### src/rtl/inst_loader_pkg.sv
// Shared definitions for the boot-time instruction loader and instruction fetch.
// The S_SUM state exists only when INST_LOADER_CHECKSUM_EN is defined.
package inst_loader_pkg;

    localparam int INST_ADDR_W = 17;

    typedef enum logic [2:0] {
        S_LEN  = 3'd0,
        S_DATA = 3'd1,
`ifdef INST_LOADER_CHECKSUM_EN
        S_SUM  = 3'd2,
`endif
        S_DONE = 3'd3,
        S_ERR  = 3'd4
    } loader_state_t;

    function automatic logic accepts_bytes(input loader_state_t s);
        logic ok;
        ok = (s == S_LEN) || (s == S_DATA);
`ifdef INST_LOADER_CHECKSUM_EN
        ok = ok || (s == S_SUM);
`endif
        return ok;
    endfunction

endpackage

### src/rtl/inst_loader_if.sv
// Byte-stream input and instruction-BRAM write port of the loader.
// master = byte source / memory side, slave = the loader itself.
interface inst_loader_if #(
    parameter int ADDR_W = inst_loader_pkg::INST_ADDR_W
);
    logic [7:0]        rx_data;
    logic              rx_valid;
    logic              rx_ready;
    logic [ADDR_W-1:0] mem_addr;
    logic [31:0]       mem_wdata;
    logic              mem_we;

    modport master (
        output rx_data, rx_valid,
        input  rx_ready, mem_addr, mem_wdata, mem_we
    );

    modport slave (
        input  rx_data, rx_valid,
        output rx_ready, mem_addr, mem_wdata, mem_we
    );
endinterface

### src/rtl/byte_word_assembler.sv
// Packs bytes MSB-first into 32-bit words; word/word_done are combinational so
// the owner can act on the completed word in the same cycle as the 4th byte.
module byte_word_assembler (
    input  logic        clk,
    input  logic        rstn,
    input  logic        clr,
    input  logic        byte_valid,
    input  logic [7:0]  byte_in,
    output logic [31:0] word,
    output logic        word_done
);
    logic [1:0]  cnt_q, cnt_d;
    logic [23:0] shift_q, shift_d;

    always_comb begin
        cnt_d   = cnt_q;
        shift_d = shift_q;
        if (clr) begin
            cnt_d = '0;
        end else if (byte_valid) begin
            cnt_d   = cnt_q + 2'd1;
            shift_d = {shift_q[15:0], byte_in};
        end
    end

    assign word      = {shift_q, byte_in};
    assign word_done = byte_valid && !clr && (cnt_q == 2'd3);

    always_ff @(posedge clk or negedge rstn) begin
        if (!rstn) begin
            cnt_q   <= '0;
            shift_q <= '0;
        end else begin
            cnt_q   <= cnt_d;
            shift_q <= shift_d;
        end
    end
endmodule

### src/rtl/inst_loader.sv
// Boot loader: 32-bit big-endian length, then payload words written to instruction BRAM.
// Optional trailing XOR checksum byte when INST_LOADER_CHECKSUM_EN is defined.
module inst_loader
    import inst_loader_pkg::*;
#(
    parameter int          ADDR_W    = INST_ADDR_W,
    parameter int unsigned MAX_WORDS = 2 ** ADDR_W
) (
    input  logic         clk,
    input  logic         rstn,
    input  logic         reload,
    inst_loader_if.slave bus,
    output logic         done,
    output logic         error
);
    loader_state_t     state_q, state_d;
    logic [ADDR_W-1:0] waddr_q, waddr_d;
    logic [ADDR_W-1:0] mem_addr_q, mem_addr_d;
    logic [31:0]       remaining_q, remaining_d;
    logic [31:0]       mem_wdata_q, mem_wdata_d;
    logic              mem_we_q, mem_we_d;
    logic              fire, asm_valid, word_done;
    logic [31:0]       asm_word;
`ifdef INST_LOADER_CHECKSUM_EN
    logic [7:0]        sum_q, sum_d;
`endif

    assign bus.rx_ready = accepts_bytes(state_q) && !reload;
    assign fire         = bus.rx_valid && bus.rx_ready;
    // After the last word completes the state lingers in S_DATA for the write cycle;
    // stray bytes then must not start another word.
    assign asm_valid    = fire && ((state_q == S_LEN) ||
                                   ((state_q == S_DATA) && (remaining_q != '0)));

    byte_word_assembler u_asm (
        .clk       (clk),
        .rstn      (rstn),
        .clr       (reload),
        .byte_valid(asm_valid),
        .byte_in   (bus.rx_data),
        .word      (asm_word),
        .word_done (word_done)
    );

    always_comb begin
        state_d     = state_q;
        waddr_d     = waddr_q;
        remaining_d = remaining_q;
        mem_addr_d  = mem_addr_q;
        mem_wdata_d = mem_wdata_q;
        mem_we_d    = 1'b0;
`ifdef INST_LOADER_CHECKSUM_EN
        sum_d       = sum_q;
`endif
        if (reload) begin
            state_d     = S_LEN;
            waddr_d     = '0;
            remaining_d = '0;
`ifdef INST_LOADER_CHECKSUM_EN
            sum_d       = '0;
`endif
        end else begin
            case (state_q)
                S_LEN: begin
                    if (word_done) begin
                        if (asm_word == '0) begin
`ifdef INST_LOADER_CHECKSUM_EN
                            state_d = S_SUM;
`else
                            state_d = S_DONE;
`endif
                        end else if (asm_word > MAX_WORDS) begin
                            state_d = S_ERR;
                        end else begin
                            state_d     = S_DATA;
                            waddr_d     = '0;
                            remaining_d = asm_word;
                        end
`ifdef INST_LOADER_CHECKSUM_EN
                        sum_d = '0;
`endif
                    end
                end
                S_DATA: begin
`ifdef INST_LOADER_CHECKSUM_EN
                    if (asm_valid) begin
                        sum_d = sum_q ^ bus.rx_data;
                    end
`endif
                    if (word_done) begin
                        mem_we_d    = 1'b1;
                        mem_addr_d  = waddr_q;
                        mem_wdata_d = asm_word;
                        waddr_d     = waddr_q + 1'b1;
                        remaining_d = remaining_q - 32'd1;
`ifdef INST_LOADER_CHECKSUM_EN
                        if (remaining_q == 32'd1) begin
                            state_d = S_SUM;
                        end
`endif
                    end
`ifndef INST_LOADER_CHECKSUM_EN
                    else if (remaining_q == '0) begin
                        state_d = S_DONE;
                    end
`endif
                end
`ifdef INST_LOADER_CHECKSUM_EN
                S_SUM: begin
                    if (fire) begin
                        state_d = (bus.rx_data == sum_q) ? S_DONE : S_ERR;
                    end
                end
`endif
                default: begin
                end
            endcase
        end
    end

    always_ff @(posedge clk or negedge rstn) begin
        if (!rstn) begin
            state_q     <= S_LEN;
            waddr_q     <= '0;
            remaining_q <= '0;
            mem_addr_q  <= '0;
            mem_wdata_q <= '0;
            mem_we_q    <= 1'b0;
`ifdef INST_LOADER_CHECKSUM_EN
            sum_q       <= '0;
`endif
        end else begin
            state_q     <= state_d;
            waddr_q     <= waddr_d;
            remaining_q <= remaining_d;
            mem_addr_q  <= mem_addr_d;
            mem_wdata_q <= mem_wdata_d;
            mem_we_q    <= mem_we_d;
`ifdef INST_LOADER_CHECKSUM_EN
            sum_q       <= sum_d;
`endif
        end
    end

    assign bus.mem_addr  = mem_addr_q;
    assign bus.mem_wdata = mem_wdata_q;
    assign bus.mem_we    = mem_we_q;
    assign done          = (state_q == S_DONE);
    assign error         = (state_q == S_ERR);
endmodule

### src/flat_wrapper.sv
// flat-port wrapper written by rule: the top's interface ports become plain ports
module inst_loader_flat import inst_loader_pkg::*;
#(
    parameter int          ADDR_W    = INST_ADDR_W,
    parameter int unsigned MAX_WORDS = 2 ** ADDR_W
)
  (clk, rstn, reload, done, error, bus_rx_data, bus_rx_valid, bus_rx_ready, bus_mem_addr, bus_mem_wdata, bus_mem_we);
  inst_loader_if #(.ADDR_W(ADDR_W)) bus_i ();
  input  logic clk;
  input  logic rstn;
  input  logic reload;
  output logic done;
  output logic error;
  input wire logic [$bits(bus_i.rx_data)-1:0] bus_rx_data;
  input wire logic [$bits(bus_i.rx_valid)-1:0] bus_rx_valid;
  output wire logic [$bits(bus_i.rx_ready)-1:0] bus_rx_ready;
  output wire logic [$bits(bus_i.mem_addr)-1:0] bus_mem_addr;
  output wire logic [$bits(bus_i.mem_wdata)-1:0] bus_mem_wdata;
  output wire logic [$bits(bus_i.mem_we)-1:0] bus_mem_we;
  assign bus_i.rx_data = bus_rx_data;
  assign bus_i.rx_valid = bus_rx_valid;
  assign bus_rx_ready = bus_i.rx_ready;
  assign bus_mem_addr = bus_i.mem_addr;
  assign bus_mem_wdata = bus_i.mem_wdata;
  assign bus_mem_we = bus_i.mem_we;
  inst_loader #(.ADDR_W(ADDR_W), .MAX_WORDS(MAX_WORDS)) u_core (.clk(clk), .rstn(rstn), .reload(reload), .bus(bus_i), .done(done), .error(error));
endmodule
### config.mk
export PLATFORM = sky130hd
export DESIGN_NAME = inst_loader_flat
export DESIGN_NICKNAME = d
export VERILOG_FILES = /design/src/rtl/inst_loader_pkg.sv /design/src/rtl/inst_loader_if.sv /design/src/rtl/byte_word_assembler.sv /design/src/rtl/inst_loader.sv /design/src/flat_wrapper.sv
export SDC_FILE = /design/constraint.sdc
export NUM_CORES = 1
export LEC_CHECK = 0
export CAP_MARGIN = 20
export CORE_MARGIN = 5
export CORE_UTILIZATION = 40
export CTS_CLUSTER_DIAMETER = 80
export DETAILED_ROUTE_END_ITERATION = 10
export DONT_BUFFER_PORTS = 1
export PLACE_DENSITY_LB_ADDON = 0.2
export SYNTH_ARGS = -nofsm -noshare
export SYNTH_HDL_FRONTEND = slang
export SYNTH_SLANG_ARGS = --single-unit
### constraint.sdc
create_clock -name clk -period 3.39 [get_ports clk]
set_clock_uncertainty 0.1 [all_clocks]
set_input_delay 0.678 -clock clk [delete_from_list [all_inputs] [get_ports clk]]
set_output_delay 0.678 -clock clk [all_outputs]
set_load 0.02 [all_outputs]
==> results.toml, run 1 <==
[drt]
routed_wl_um = 15700
ant_nets = 0
drc = 0
dr.pass1.iters = 5
drt_iter0_drc = 425
vias_per_cell = 5.83
num_vias = 5005
wl_per_cell_um = 18.3

[critical_path]
r2r_cells = 7
crit_path_end_kind = "register"
cp.required_ns = 3.58
crit_type = "register to register"
start_kind = "register"
arrival_ns = 3.29
r2r-start = "u_core.remaining_q[21]"
crit_path_start = "u_core.remaining_q[21]"
r2r_setup_slack_ns = 0.28
crit_fanout = 11
timing.rr.end = "u_core.remaining_q[7]"
crit_end = "u_core.remaining_q[7]"

[logic_synthesis]
netlist_instances = 662
synth-seq-area-share_pct = 53.2
avgSynthCellArea_um2 = 9.09
yosys_register_bits = 128
yosys_warnings = 0
synth_enable_flop_cells = 0
ys_types = 56
ys.flop_type = "dfrtp_1"
syn_nets = 678
async_flop_share_pct = 100
syn-cell-area_um2 = 6020

[outcome]
violations = "negative hold slack"
outcome = "finished with violations"

[place]
hpwl_um = 10300
place_inst = 827
gp_congestion = 0.911
io_buffers = 0
postPlaceCellArea_um2 = 6230

[final_layout]
final_cell_count_no_fill = 859
diodes = 0
final_area_um2 = 6860
nets = 678
area_growth_pct = 13.9
fill_cells = 1430
layout-drive-gt1-share_pct = 12.1

[pwr]
power_switching_mw = 1.02
p_leak_nw = 3.20
combPwrFrac_pct = 8.4
p_sw_share_pct = 25.3
internal_power_mw = 3.03
cellPowerDensity_nw_per_um2 = 591
p_seq_share_pct = 44.5
ir_worst_vdd_mv = 0.366
pwr-share-clk_pct = 47.1

[sta]
relSlewSlack_pct = 51.4
grt_setup_unrepaired = "false"
post-route-period-util_pct = 91.7
finalHoldViolCount = 128
slew_violations = 0
tightest_slew_ns = 0.723
fmax_mhz = 322
hold_slack_ns = -0.136
setup-tns-final_ns = 0
min_period_ns = 3.11
finalSetupViolCount = 0

[clock_tree]
cts_root_buffer = "clkbuf_16"
cts_tree = "yes"
cts_buffer_depth = 2
cts_buffers = 17
htreeDepth = 4
ctsResizeCount = 0
insertion_delay_ns = 0.42
path_clk_slew_ns = 0.06
clock-sinks = 128

[floorplanning]
start_util_pct = 41.1
io_pins = 65
coreArea_um2 = 14600
die_w_um = 133
die_height_um = 133
row_count = 44
die-area_um2 = 17600

[global_route]
grt_start_max_net_pins = 129
overflow = 0
grt_use_total_pct = 18.6
grt_antenna_before_repair = 0
first_global_vias = 4901
grt_pass1_wl_um = 26400

[worst_hold_path]
hold_path.class = "input port to async pin"

[flow_run]
max_cap_viol_count = 0
-- power groups by stage --
stage          Combinational, mW  Sequential (mW)  Clock [mW]
2_1_floorplan              0.274             1.76           0
3_3_place_gp               0.325             1.82           0
3_5_place_dp               0.334             1.82           0
4_1_cts                    0.338             1.80        1.95
5_1_grt                    0.379             1.82        2.05
6_report                   0.340             1.80        1.91
-- area by class of cell --
type	count	area, µm²	area share, %
Sequential cell	128	3200	46.7
Tap cell	184	230	3.36
Clock inverter	11	155	2.26
Timing Repair Buffer	16	133	1.93
Multi-Input combinational cell	491	2630	38.4
Clock buffer	21	470	6.86
Inverter	8	30.0	0.438
-- state kept, by name (all words and copies together) (netlist names) --
register              flops
u_core.u_asm.shift_q     24
u_core.bus.mem_wdata     32
u_core.bus.mem_we         1
u_core.bus.mem_addr      17
u_core.remaining_q       32
u_core.waddr_q           17
u_core.state_q            3
u_core.u_asm.cnt_q        2
-- layer usage --
| metal | share of wire (%) | wire length, µm | GRT usage, % |
|---|---|---|---|
| met1 | 46 | 7170 | 24.8 |
| met2 | 45 | 7080 | 28.1 |
| met3 | 6.3 | 991 | 5.24 |
| met4 | 3.1 | 488 | 8.49 |
| met5 | 0 | 0 | 0 |
-- cells by family after synthesis --
family,after synthesis,share of synthesized area (%)
simple gates,320,23.5
xor+xnor,1,0.146
fa+ha+maj,4,0.831
mux,25,4.66
compound gates,141,14.6
buf+inv,43,3.03
flops,128,53.2
-- how the worst min path moves through the flow --
| stage | from | endpoint | slack (ns) | cells past startpoint |
|---|---|---|---|---|
| 6_report | rstn | u_core.bus.mem_addr[3] | -0.14 | 0 |
| 4_1_cts | rstn | u_core.bus.mem_addr[5] | -0.16 | 0 |
| 3_5_place_dp | rstn | u_core.bus.mem_addr[0] | 0.29 | 0 |
| 3_3_place_gp | rstn | u_core.bus.mem_addr[0] | 0.29 | 0 |
| 2_1_floorplan | rstn | u_core.bus.mem_addr[0] | 0.28 | 0 |
| 5_1_grt | rstn | u_core.bus.mem_addr[3] | -0.17 | 0 |
-- stage by stage --
| stage | utilization (%) | worst slack (ns) | power, mW | hold slack [ns] |
|---|---|---|---|---|
| after floorplan | - | 0.545 | 2.03 | 0.282 |
| after CTS | 46.8 | 0.301 | 4.08 | -0.159 |
| final | 46.8 | 0.282 | 4.05 | -0.136 |
| after detailed placement | 42.5 | 0.301 | 2.16 | 0.287 |
| after global routing | 46.8 | 0.0916 | 4.24 | -0.170 |
| after global placement | 42.5 | 0.409 | 2.14 | 0.287 |
-- critical path, stage by stage (launching register included) --
cell and delay [ns]:
dfrtp_1 0.42, or4_1 0.59, or4_4 0.57, o31ai_4 0.34, o21ai_2 0.18, nand3_1 0.42
buf_4 0.25, o21ai_0 0.10
-- layout by cell type (no fill, tap or decap), types with 4 or more instances in the layout --
master,netlist,layout
clkbuf_16,0,17
inv_1,8,7
a22o_1,4,4
clkinv_4,0,5
and3_1,5,5
or3_1,5,5
o31a_1,4,4
nor3b_1,4,4
nor3_1,24,24
buf_4,0,15
nand3_1,12,12
a31oi_1,12,12
nor2_1,58,58
o21ai_1,4,4
nor4_1,12,12
a21oi_1,36,36
nand2_1,177,177
a22oi_1,4,4
or4_1,6,6
o21ai_0,48,48
mux2_2,24,24
dfrtp_1,128,128
nand4_1,4,4
ha_1,4,4
-- cells in the mapped netlist, drive strengths merged (2+ instances only) --
cell     number  area (µm²)
nand3b        2        15.0
clkbuf       23        86.3
nand4         4        25.0
a31oi        13        96.3
nand3        12        60.1
o21ai        53         269
or3           5        31.3
o31a          4        35.0
or2           2        12.5
mux2         24         270
nor2         58         218
dfrtp       128        3200
nor3         24         120
or4           7        56.3
a211o         3        26.3
ha            4        50.1
nand2       177         664
o2bb2ai       3        26.3
a2bb2oi       2        17.5
o31ai         4        43.8
or4b          2        20.0
and3          5        31.3
buf          12        66.3
a32oi         2        17.5
inv           8        30.0
o22ai         3        18.8
nor3b         4        30.0
a21oi        36         180
a22oi         4        30.0
a22o          4        35.0
nor4         13        87.6
-- timing repair --
action | 4_1_cts | 5_1_grt
setup endpoints to repair | 0 | 0
hold endpoints to repair | 128 | 128
setup buffers | 0 | 0
Note: power is estimated with default switching activity, not from simulation.
==> inputs of run 2 (changes only) <==
--- a/config.mk
+++ b/config.mk
@@ -9,9 +9,11 @@
 export CORE_MARGIN = 5
 export CORE_UTILIZATION = 40
 export CTS_CLUSTER_DIAMETER = 80
+export CTS_CLUSTER_SIZE = 24
 export DETAILED_ROUTE_END_ITERATION = 10
 export DONT_BUFFER_PORTS = 1
 export PLACE_DENSITY_LB_ADDON = 0.2
+export SKIP_LAST_GASP = 1
 export SYNTH_ARGS = -nofsm -noshare
 export SYNTH_HDL_FRONTEND = slang
 export SYNTH_SLANG_ARGS = --single-unit
==> results of run 2 <==
The final DEF is identical to that of run 1; final timing and power are the same.
